==> src/rtl/perceptron_weight_loader.sv <==
// perceptron_weight_loader: captures bias and two weights, then shifts each word MSB-first
// into perceptron_dp's serial load port, with field select, busy and done flags.
module perceptron_weight_loader #(
    parameter int WIDTH = 8
) (
    input  logic             clk,
    input  logic             reset,
    input  logic             start_i,
    input  logic [WIDTH-1:0] b_par_i,
    input  logic [WIDTH-1:0] w0_par_i,
    input  logic [WIDTH-1:0] w1_par_i,
    output logic             busy_o,
    output logic             done_o,
    output logic [1:0]       W1W0b_en_o,
    output logic             b_o,
    output logic             W0_o,
    output logic             W1_o
);
    localparam int CW = $clog2(WIDTH);
    localparam logic [CW-1:0] LAST = CW'(WIDTH - 1);

    typedef enum logic [2:0] {IDLE, SH_B, SH_W0, SH_W1, DONE} state_t;

    state_t           state;
    logic [CW-1:0]    cnt;
    logic [WIDTH-1:0] sh_b, sh_w0, sh_w1;

    // Outputs reflect the state held before each edge, so every field lags the accept edge by one cycle
    always_ff @(posedge clk) begin
        if (!reset) begin
            state      <= IDLE;
            cnt        <= '0;
            sh_b       <= '0;
            sh_w0      <= '0;
            sh_w1      <= '0;
            busy_o     <= 1'b0;
            done_o     <= 1'b0;
            W1W0b_en_o <= 2'b00;
            b_o        <= 1'b0;
            W0_o       <= 1'b0;
            W1_o       <= 1'b0;
        end else begin
            busy_o     <= state == SH_B || state == SH_W0 || state == SH_W1;
            done_o     <= state == DONE;
            W1W0b_en_o <= state == SH_B ? 2'b01 : state == SH_W0 ? 2'b10 : state == SH_W1 ? 2'b11 : 2'b00;
            b_o        <= state == SH_B && sh_b[cnt];
            W0_o       <= state == SH_W0 && sh_w0[cnt];
            W1_o       <= state == SH_W1 && sh_w1[cnt];
            case (state)
                IDLE: if (start_i) begin
                    sh_b  <= b_par_i;
                    sh_w0 <= w0_par_i;
                    sh_w1 <= w1_par_i;
                    cnt   <= LAST;
                    state <= SH_B;
                end
                SH_B, SH_W0, SH_W1: begin
                    cnt <= cnt == '0 ? LAST : cnt - 1'b1;
                    if (cnt == '0)
                        state <= state == SH_B ? SH_W0 : state == SH_W0 ? SH_W1 : DONE;
                end
                default: state <= IDLE;
            endcase
        end
    end
endmodule

==> config.mk <==
export PLATFORM = sky130hd
export DESIGN_NAME = perceptron_weight_loader
export DESIGN_NICKNAME = d
export VERILOG_FILES = /design/src/rtl/perceptron_weight_loader.sv
export SDC_FILE = /design/constraint.sdc
export NUM_CORES = 1
export LEC_CHECK = 0
export ABC_AREA = 0
export ABC_CLOCK_PERIOD_IN_PS = 4500
export CELL_PAD_IN_SITES_DETAIL_PLACEMENT = 0
export CELL_PAD_IN_SITES_GLOBAL_PLACEMENT = 1
export CORE_UTILIZATION = 42
export CTS_CLUSTER_SIZE = 14
export DETAILED_ROUTE_END_ITERATION = 6
export HOLD_SLACK_MARGIN = 0.1
export PLACE_DENSITY_LB_ADDON = 0.1
export SYNTH_ARGS = -nofsm -noshare
export SYNTH_HDL_FRONTEND = slang
export SYNTH_SLANG_ARGS = --single-unit
==> constraint.sdc <==
create_clock -name clk -period 4.5 [get_ports clk]
set_input_delay 0.675 -clock clk [delete_from_list [all_inputs] [get_ports clk]]
set_output_delay 0.675 -clock clk [all_outputs]
set_load 0.01 [all_outputs]
==> out/metrics.json <==
{
  "finalInstanceArea_sq_um": 2170,
  "post-dp-hpwl_mm": 2.51,
  "final_cycle_share": 0.505,
  "power.ir.vdd_worst_mv": 0.172,
  "synth_fa_ha_area_frac": 0.0139,
  "drt-met1-wl_mm": 1.58,
  "core_sq_um": 4060,
  "ctsLongestPathBuffers": 2,
  "initial_util": 0.442,
  "max_stage_delay_ns": 1.07,
  "finalSetupViolations": 0,
  "clk_latency_ns": 0.28,
  "setup_repair_after_global_routing_missed_its_margin": "false",
  "number_of_antenna_violations_at_the_first_check_in_global_routing": 0,
  "power.sequential.fraction": 0.491,
  "num-fill-cells": 381,
  "p_sw_uw": 234,
  "synth_fp_nets": 209,
  "clk_pin_slew_ns": 0.07,
  "gp_congestion": 0.785,
  "synthesis.instances": 180,
  "timing.final.crit_period_ns": 2.27,
  "timing.fmax_mhz": 440,
  "drt_first_pass_iters": 4,
  "remaining_routing_drc_violations": 0,
  "met2_length_mm": 1.78,
  "crit_arrival_ns": 2.44,
  "synth-simple-area-share": 0.224,
  "numCtsBuffers": 5,
  "portBuffers": 33,
  "total_leakage_power_uw": 0.000799,
  "post-cts-setup-buffer-count": 0,
  "startpoint_type": "input pin",
  "route.met3.wl_um": 131,
  "power_per_cell_area_nw_per_um2": 376,
  "grt_pass1_vias": 1337,
  "yosysUniqueCellTypes": 38,
  "synth_seq_cells": 37,
  "seq_area_frac_synth": 0.413,
  "synth_compound_area_frac": 0.206,
  "run_status": "completed",
  "grt_pass1_wl_mm": 5.94,
  "drt_total_wl_mm": 3.53,
  "crit_fanout": 31,
  "topRoutingLayerUsed": "met4",
  "ant_nets": 0,
  "nets": 236,
  "syn2layout_area_growth_pct": 20.9,
  "critPathRequiredTime_ns": 4.67,
  "power.share.combinational": 0.233,
  "clock-skew-final_ns": 0.00272,
  "final-seq-area_sq_um": 741,
  "die_x_um": 67.4,
  "p_int_uw": 580,
  "tritoncts_num_sinks": 37,
  "floorplan.die_area_sq_um": 4540,
  "yosys.area_share.xor_xnor": 0.00488,
  "drt-initial-drc-count": 101,
  "average_instance_area_after_synthesis_sq_um": 9.97,
  "hold_buffers": 0,
  "pin_count_of_the_biggest_net_entering_global_routing": 32,
  "main_combinational_cell_family_by_area_after_synthesis": "simple AND/OR/NAND/NOR gates",
  "cts_max_level": 2,
  "postCtsResizedCells": 0,
  "multi_input_comb_area_sq_um": 926,
  "yosys_warnings": 0,
  "synth_mux_area_frac": 0.0669,
  "fin_tns_setup_ns": 0,
  "grt.total_usage": 0.179,
  "worstHoldPathType": "reg -> reg",
  "clock_root_buffer": "sky130_fd_sc_hd__clkbuf_8",
  "cp_cell_sequence": "clkdlybuf4s50_1 > and3b_1 > nand2_1 > a2111oi_0",
  "core.rowCount": 23,
  "tritoncts": "built",
  "worst_setup_path_end_kind": "register",
  "placedInstanceArea_sq_um": 2080,
  "vias_per_cell": 5.09,
  "drive_above_1_share": 0.271,
  "tightestPinTransition_ns": 0.918,
  "synth.cell_area_sq_um": 1790,
  "antennaDiodeCount": 0,
  "pin_count": 34,
  "via_count": 1308,
  "power_switching_share": 0.288,
  "clkPwrFrac": 0.276,
  "timing.setup.critical_path_class": "in -> reg",
  "final_report_max_slew_violation_count": 0,
  "slowest_stage": "sky130_fd_sc_hd__clkdlybuf4s50_1",
  "max_cap_viol_count": 0,
  "grt_overflow_total": 0,
  "detail_route.wl_per_cell_um": 13.7,
  "hold_viol": 0,
  "die_h_um": 67.4,
  "slew_headroom": 0.386
}
[synth_stat cells (all sizes together)]
cell type	number	share of area
and3b	1	0.0049
o2111a	1	0.0063
xor2	1	0.0049
mux2i	3	0.017
or4b	1	0.0077
o211a	1	0.0056
a2bb2oi	1	0.0049
clkbuf	4	0.0084
or3	1	0.0035
nor4b	2	0.018
mux2	2	0.013
a2111oi	2	0.0098
inv	4	0.0084
buf	10	0.054
mux4	3	0.038
dfxtp	37	0.41
o21ai	2	0.0056
nor2b	3	0.010
o21bai	1	0.0042
or2	1	0.0035
nand3b	1	0.0042
o221a	1	0.0063
nand2	51	0.13
a211oi	2	0.0084
nand2b	2	0.0070
a21boi	25	0.15
and3	1	0.0035
o2bb2ai	1	0.0049
nor3	2	0.0056
o21a	1	0.0042
nor2	10	0.021
ha	2	0.014
[layout by cell type (no fill, tap or decap), types with 4 or more instances in the layout]
cell	n
sky130_fd_sc_hd__clkbuf_8	6
sky130_fd_sc_hd__nand2_2	20
sky130_fd_sc_hd__nand2_1	31
sky130_fd_sc_hd__dfxtp_1	37
sky130_fd_sc_hd__inv_1	4
sky130_fd_sc_hd__nor2_1	10
sky130_fd_sc_hd__a21boi_0	5
sky130_fd_sc_hd__a21boi_2	20
sky130_fd_sc_hd__clkdlybuf4s50_1	33
[cell families (layout without fill, tap and decap cells)]
family / after synthesis / count (layout)
AO/OA/AOI/OAI: 38 / 38
XOR/XNOR: 1 / 1
adder cells (fa/ha/maj): 2 / 2
buffers and inverters: 18 / 45
multiplexers: 8 / 8
flip-flops: 37 / 37
AND/OR/NAND/NOR: 76 / 76
[routing by layer]
metal / vias to the layer above / GRT usage
met4: 0 / 0.0718
li1: 661 / -
met1: 621 / 0.200
met2: 21 / 0.323
met3: 5 / 0.0405
met5: - / 0
[worst max-delay path: cells and delay by family]
family / cells / cell delay [ns]
buf+inv: 1 / 1.07
simple gates: 2 / 0.42
compound gates: 1 / 0.26
[path summary, 6_finish.rpt]
check / startpoint / endpoint / slack [ns] / cells past startpoint
setup / recovery: reset / W1_o / 2.23 / 4
hold / removal: sh_b[5] / sh_b[5] / 0.46 / 2
setup reg to reg: cnt[1] / cnt[2] / 2.83 / 5
hold reg to reg: sh_b[5] / sh_b[5] / 0.46 / 2
[registers in the layout, summed over array words and instances, names as in the netlist]
| name | cells |
|---|---|
| sh_b | 8 |
| W1W0b_en_o | 2 |
| b_o | 1 |
| cnt | 3 |
| sh_w1 | 8 |
| done_o | 1 |
| W0_o | 1 |
| W1_o | 1 |
| busy_o | 1 |
| sh_w0 | 8 |
| state | 3 |
[power by group through the flow]
stage / Combinational [uW] / Sequential [uW] / Clock (uW)
final: 190 / 400 / 225
after global routing: 213 / 406 / 246
after detailed placement: 192 / 409 / 0
after CTS: 193 / 401 / 234
after floorplan: 175 / 381 / 0
after global placement: 186 / 408 / 0
[metrics by stage]
stage	total power (uW)	hold slack, ns	worst slack (ns)	util	std cells
floorplan	556	0.437	2.88	-	180
global placement	594	0.443	1.99	0.513	250
detailed placement	601	0.451	1.90	0.513	250
CTS	828	0.459	2.19	0.534	257
global route	864	0.474	2.06	0.534	257
finish	815	0.457	2.23	0.534	257
[cell type report]
class,instances,share of cell area
Multi-Input combinational cell,125,0.427
Sequential cell,37,0.342
Timing Repair Buffer,34,0.156
Clock buffer,7,0.0398
Tap cell,50,0.0289
Inverter,4,0.00692
No activity file was read; power rests on OpenSTA's default activity.
